File: src/rtl/dual_issue_pkg.sv
// Shared types and constants for the dual-issue scheduler and its dependency checker.
package dual_issue_pkg;

   typedef enum logic {DUAL = 1'b0, HOLD2 = 1'b1} sched_state_t;

   localparam int REG_AW_DEFAULT = 5;
   localparam logic [REG_AW_DEFAULT-1:0] X0 = '0;

endpackage

File: src/rtl/pair_dep_check.sv
// Combinational intra-pair dependency detect: does the older (P1) instruction write a
// register that the younger (P2) instruction reads or also writes? Reusable by forwarding.
module pair_dep_check
   import dual_issue_pkg::*;
#(
   parameter int REG_AW = REG_AW_DEFAULT
) (
   input  logic              i_valid1,
   input  logic              i_valid2,
   input  logic              i_reg_write1,
   input  logic              i_reg_write2,
   input  logic [REG_AW-1:0] i_rd1,
   input  logic [REG_AW-1:0] i_rd2,
   input  logic [REG_AW-1:0] i_rs1_2,
   input  logic [REG_AW-1:0] i_rs2_2,
   output logic              o_dep
);

   logic w_writer;
   logic w_match;

   // x0 is hardwired to zero, so a write to it can never feed P2
   assign w_writer = i_valid1 & i_valid2 & i_reg_write1 & (i_rd1 != REG_AW'(X0));
   assign w_match  = (i_rd1 == i_rs1_2) |
                     (i_rd1 == i_rs2_2) |
                     (i_reg_write2 & (i_rd1 == i_rd2));
   assign o_dep    = w_writer & w_match;

endmodule

File: src/rtl/dual_issue_scheduler.sv
// Two-wide issue sequencer: serialises a dependent Decode pair (P2 held, then P1 held).
// Optional serialisation counter enabled by defining HAZARD_CNT_EN.
module dual_issue_scheduler
   import dual_issue_pkg::*;
#(
   parameter int REG_AW = REG_AW_DEFAULT
`ifdef HAZARD_CNT_EN
 , parameter int CNT_W  = 32
`endif
) (
   input  logic              clk,
   input  logic              rst,
   input  logic              ValidD1,
   input  logic              ValidD2,
   input  logic              RegWriteD1,
   input  logic              RegWriteD2,
   input  logic [REG_AW-1:0] RdD1,
   input  logic [REG_AW-1:0] RdD2,
   input  logic [REG_AW-1:0] Rs1D2,
   input  logic [REG_AW-1:0] Rs2D2,
   input  logic              StallIn,
   input  logic              FlushD,
   output logic              StallPipeline1,
   output logic              StallPipeline2,
   output logic              RedirectF
`ifdef HAZARD_CNT_EN
 , output logic [CNT_W-1:0]  SerialCount
`endif
);

   sched_state_t r_state;
   sched_state_t w_next_state;
   logic         w_dep;
   logic         w_stall1;
   logic         w_stall2;
   logic         w_redirect;
   logic         w_enter_hold;

   pair_dep_check #(.REG_AW(REG_AW)) u_dep (
      .i_valid1     (ValidD1),
      .i_valid2     (ValidD2),
      .i_reg_write1 (RegWriteD1),
      .i_reg_write2 (RegWriteD2),
      .i_rd1        (RdD1),
      .i_rd2        (RdD2),
      .i_rs1_2      (Rs1D2),
      .i_rs2_2      (Rs2D2),
      .o_dep        (w_dep)
   );

   // NOTE: non-blocking assignment so every flop samples pre-edge values.
   always_ff @(posedge clk or posedge rst) begin
      if (rst) r_state <= DUAL;
      else     r_state <= w_next_state;
   end

   // NOTE: every output gets a default first, so no path through the case infers a latch.
   always_comb begin
      w_next_state = r_state;
      w_stall1     = 1'b0;
      w_stall2     = 1'b0;
      w_redirect   = 1'b0;
      w_enter_hold = 1'b0;
      case (r_state)
         DUAL: begin
            w_stall2 = w_dep & ~FlushD;
            if (w_dep & ~FlushD & ~StallIn) begin
               w_next_state = HOLD2;
               w_enter_hold = 1'b1;
            end
         end
         HOLD2: begin
            // P2 is already ordered behind P1; dep is deliberately not re-checked here
            w_stall1     = ~FlushD;
            w_redirect   = ~FlushD;
            w_next_state = (StallIn & ~FlushD) ? HOLD2 : DUAL;
         end
         default: w_next_state = DUAL;
      endcase
   end

   assign StallPipeline1 = w_stall1   & ~rst;
   assign StallPipeline2 = w_stall2   & ~rst;
   assign RedirectF      = w_redirect & ~rst;

`ifdef HAZARD_CNT_EN
   logic [CNT_W-1:0] r_serial_count;

   always_ff @(posedge clk or posedge rst) begin
      if (rst)               r_serial_count <= '0;
      else if (w_enter_hold) r_serial_count <= r_serial_count + CNT_W'(1);
   end

   assign SerialCount = r_serial_count;
`endif

endmodule

File: config.mk
export PLATFORM = sky130hd
export DESIGN_NAME = dual_issue_scheduler
export DESIGN_NICKNAME = d
export VERILOG_FILES = /design/src/rtl/dual_issue_pkg.sv /design/src/rtl/pair_dep_check.sv /design/src/rtl/dual_issue_scheduler.sv
export SDC_FILE = /design/constraint.sdc
export NUM_CORES = 1
export LEC_CHECK = 0
export CAP_MARGIN = 15
export CORE_AREA = 2 2 39 41
export DETAILED_ROUTE_END_ITERATION = 7
export DIE_AREA = 0 0 41 43
export SLEW_MARGIN = 10
export SYNTH_ARGS = -nofsm -noshare
export SYNTH_HDL_FRONTEND = slang
export SYNTH_SLANG_ARGS = --single-unit
File: constraint.sdc
create_clock -name clk -period 2.31 [get_ports clk]
set_input_delay 0.5775 -clock clk [delete_from_list [all_inputs] [get_ports clk]]
set_output_delay 0.5775 -clock clk [all_outputs]
set_load 0.05 [all_outputs]
Yosys cells after proc, flatten, opt, wreduce, memory -nomap -nowiden
Index checks and enable logic that the tools add are counted.
- flip-flop bits (word level): 1
- output and inout bits: 3
- word-level logic and storage cells: 26
- equality and inequality tests: 3
- mux-type cells: 5
- bitwise logic cells: 16
- reduce and logical (&&, ||, !) cells: 1
- operators by type and width (cell ; count):
    5-bit equality test ; 3
    1-bit AND ; 10
    5-bit nonzero test ; 1
    1-bit 2-to-1 mux ; 4
    1-bit inverter ; 4
    1-bit OR ; 2
    1-bit one-hot mux with 2 select lines ; 1

Logic depth before layout (Yosys ltp)
- depth in word-level cells: 8
- depth in mapped cells: 5
- gate-level depth less buffers: 5

By module
Synthesis repeated with hierarchy kept, for this count alone.
- cells, all modules: 32
- area, all modules: 255.2 um^2
- modules (own cells, without submodules) (module ; instances ; cells each ; area each (um^2) ; sequential area each (um^2)):
    pair_dep_check ; 1 ; 24 ; 185.2 ; 0.0
    dual_issue_scheduler ; 1 ; 8 ; 70.1 ; 25.0

Worst setup path after synthesis
OpenSTA, ideal clock, no wires.
- kind: input to output
- start point: in FlushD
- end point: out StallPipeline1
- arrival time: 2.172 ns
- data required time: 1.732 ns
- path slack: -0.439 ns
- stages on the path: 2
- path buffers: 1
- path through: nor3b_1 -> buf_4
- longest elaborated chain between the ends: 3
- ends and longest elaborated chain (element ; line ; source):
    start, declared ; dual_issue_scheduler.sv:22 ; input logic FlushD,
    1-bit inverter ; dual_issue_scheduler.sv:74 ; w_stall1 = ~FlushD;
    1-bit 2-to-1 mux ; dual_issue_scheduler.sv:64 ; case (r_state)
    1-bit AND ; dual_issue_scheduler.sv:82 ; assign StallPipeline1 = w_stall1 & ~rst;
    end, declared ; dual_issue_scheduler.sv:23 ; output logic StallPipeline1,
No other way between the ends.

Final worst setup path
- start point: in Rs1D2[4]
- end point: out StallPipeline2
- longest elaborated chain between the ends: 7
- ends and longest elaborated chain (element ; line ; source):
    start, declared ; dual_issue_scheduler.sv:19 ; input logic [REG_AW-1:0] Rs1D2,
    5-bit equality test ; pair_dep_check.sv:24 ; assign w_match = (i_rd1 == i_rs1_2) |
    1-bit OR ; pair_dep_check.sv:24 ;
    1-bit OR ; pair_dep_check.sv:25 ; (i_rd1 == i_rs2_2) |
    1-bit AND ; pair_dep_check.sv:27 ; assign o_dep = w_writer & w_match;
    1-bit AND ; dual_issue_scheduler.sv:66 ; w_stall2 = w_dep & ~FlushD;
    1-bit 2-to-1 mux ; dual_issue_scheduler.sv:64 ;
    1-bit AND ; dual_issue_scheduler.sv:83 ; assign StallPipeline2 = w_stall2 & ~rst;
    end, declared ; dual_issue_scheduler.sv:24 ; output logic StallPipeline2,
No other way between the ends.

==> summary.md <==
| Metric | Value |
|---|---|
| Fmax achieved | `0.437 GHz` |
| Setup_tns | `0 ps` |
| PwrDens | `166 nW/um2` |
| DRT iter0 DRCs | `2` |
| Skew-Pair Late Insertion Delay | `0 ps` |
| Kind of critical path | `input port to primary output` |
| Leak pwr | `0.311 nW` |
| Max rail drop VDD | `68.7 uV` |
| Avg WL per Cell | `10.9 um` |
| Main flop type after synthesis | `dfrtp_1` |
| CP Launch Type | `input port` |
| Biggest regs | `r_state (1)` |
| Syn Nets | `61` |
| Fin cells | `86` |
| Die Span X | `41 um` |
| Max FFs per register | `1` |
| Min-Delay Path Class | `flop to flop` |
| Largest net degree at the start of global routing | `5` |
| Top cells by count, synth | `12 x xnor2_1, 3 x xor2_1, 2 x nand2_1, 2 x nor3_1` |
| DIE AREA | `1760 um2` |
| Max Slew Vio Count | `0` |
| Comb pwr share | `83.9%` |
| Area growth, synth to finish | `159%` |
| Diodes inserted | `0` |
| Final Critical Period | `2290 ps` |
| Synthesized flop and latch total | `1` |
| Initial antenna violation count | `0` |
| Routability-driven placement congestion ratio | `0.802` |
| Clk slew on worst S/H paths | `0 ps` |
| Ys async rst share | `100%` |
| Crit end category | `primary output` |
| Largest area contributor in the netlist | `xnor2_1` |
| Remaining antenna violation count | `0` |
| Die Y | `43 um` |
| Status | `finished clean` |
| Top area cells in the synthesized netlist | `xnor2_1 40%, xor2_1 10%, dfrtp_1 9.6%` |
| PortBufs | `30` |
| Worst slew pin tran | `227 ps` |
| Hold_ws | `555 ps` |
| Filler cells | `144` |
| Hold Vio Cnt, Final | `0` |
| Sequential area share after synthesis | `9.62%` |
| Power share of the sequential group | `16.1%` |
| Final nets | `100` |
| P_int | `0.0000770 W` |
| Via Count | `377` |
| Synth unique cells | `18` |
| Worst setup margin | `20.3 ps` |
| Hold_buf cts | `0` |
| Slew headroom | `84.7%` |
| Post-synth EDFFs | `0` |
| Gr ovfl total | `0` |
| Biggest register | `r_state` |
| Synth top area share | `40.4%` |
| Period utilisation layout | `99.1%` |
| Post-synthesis cell count | `33` |
| Row count | `14` |
| CP startpoint | `Rs1D2[4]` |
| Critical Path RT | `1730 ps` |
| Dpl ws | `-362 ps` |
| Final WL | `936 um` |
| Core area | `1380 um2` |
| Clock Skews | `0 ps` |
| Share of layout cells above drive strength 1 | `45.7%` |
| Clk network pwr share | `0%` |
| IO Count | `31` |
| Setup violators final | `0` |
| Max-cap violations | `0` |
| Dpl hpwl | `746 um` |
| Dpl cells | `84` |
| Initial DRT Pass Iterations | `2` |
| Synth warn | `0` |
| Hold_sp | `r_state` |
| R2R Path Start | `r_state` |
| Syn Area/Cell | `7.89 um2` |
| Crit path DAT | `1710 ps` |
| Starting density of the core | `18.8%` |
| Cell area after synthesis | `260 um2` |
| Most common cell in the netlist | `xnor2_1` |
| Sw Pwr | `0.0000348 W` |
| # DRC | `0` |
| Mean number of vias per cell | `4.38` |
| First-pass GRT wire length | `1.39 mm` |
| Gr usage total | `10.6%` |
| Vias in the first global route | `362` |
| Switching Share | `31.1%` |
| Largest fanout on the critical path | `2` |
-- metal layers --
metal | wire length, um | vias up | track usage (%)
met3 | 102 | 0 | 1.57
met5 | 0 | - | 0
met2 | 507 | 19 | 20.6
met1 | 326 | 167 | 11.7
met4 | 0 | 0 | 0
li1 | - | 191 | -
-- cell usage in the layout (no fill, tap or decap) --
| cell type | synthesis | final |
|---|---|---|
| a31oi_2 | 0 | 1 |
| and4_1 | 1 | 1 |
| buf_12 | 0 | 2 |
| buf_2 | 0 | 4 |
| buf_4 | 1 | 8 |
| clkbuf_16 | 0 | 1 |
| clkbuf_2 | 0 | 7 |
| clkdlybuf4s15_1 | 0 | 5 |
| clkdlybuf4s50_1 | 0 | 5 |
| dfrtp_1 | 1 | 1 |
| dlygate4sd2_1 | 0 | 3 |
| dlymetal6s2s_1 | 0 | 3 |
| inv_1 | 1 | 1 |
| nand2_1 | 2 | 2 |
| nand3_1 | 1 | 1 |
| nand3b_1 | 1 | 1 |
| nand4_1 | 1 | 1 |
| nor2_1 | 1 | 1 |
| nor3_1 | 2 | 1 |
| nor3_2 | 0 | 1 |
| nor3b_2 | 0 | 1 |
| o21ai_2 | 1 | 1 |
| o22ai_2 | 0 | 1 |
| o31ai_1 | 1 | 1 |
| or4_4 | 0 | 1 |
| xnor2_1 | 12 | 8 |
| xnor2_2 | 0 | 4 |
| xor2_1 | 3 | 3 |
-- power groups by stage --
stage | registers (W) | logic (W) | clock network, W
floorplan | 0.0000180 | 0.0000297 | 0
global placement | 0.0000180 | 0.0000946 | 0
detailed placement | 0.0000180 | 0.0000941 | 0
CTS | 0.0000180 | 0.0000894 | 0
global route | 0.0000180 | 0.000101 | 0
finish | 0.0000180 | 0.0000938 | 0
-- cell type report --
cell class / count / area, um2 / share of cell area (%)
Inverter: 1 / 3.75 / 0.558
Sequential cell: 1 / 25.0 / 3.72
Multi-Input combinational cell: 30 / 280 / 41.6
Timing Repair Buffer: 38 / 344 / 51.1
Tap cell: 16 / 20.0 / 2.97
-- cell families after synthesis --
| group | Yosys count | synth area share (%) |
|---|---|---|
| xor+xnor | 15 | 50.5 |
| buf+inv | 2 | 4.33 |
| flops | 1 | 9.61 |
| simple gates | 11 | 24.5 |
| compound gates | 4 | 11.1 |
-- path summary, 6_finish.rpt --
kind / depth (start not counted) / slack [ps] / to
max: 6 / 20 / StallPipeline2
min: 2 / 550 / r_state
max reg2reg: 5 / 1130 / r_state
min reg2reg: 2 / 550 / r_state
max in group asynchronous: 2 / 1390 / r_state
min in group asynchronous: 2 / 820 / r_state
-- metrics by stage --
stage          total power (W)  area (um2)  utilization, %
4_1_cts               0.000107         663            47.9
6_report              0.000112         673            48.6
3_5_place_dp          0.000112         658            47.6
3_3_place_gp          0.000113         658            47.6
5_1_grt               0.000119         673            48.6
2_1_floorplan        0.0000476         270               -
-- critical path, stage by stage --
cell	delay, ps
dlygate4sd2_1	240
xor2_1	130
nor3_1	170
a31oi_2	140
nor3_2	240
clkbuf_16	210
-- what timing repair did --
item,CTS,global route
gates resized for setup,32,29
endpoints found under the hold margin,0,0
pin swaps,20,19
setup buffers,1,1
endpoints found under the setup margin,1,1
No activity file was read; power rests on OpenSTA's default activity.
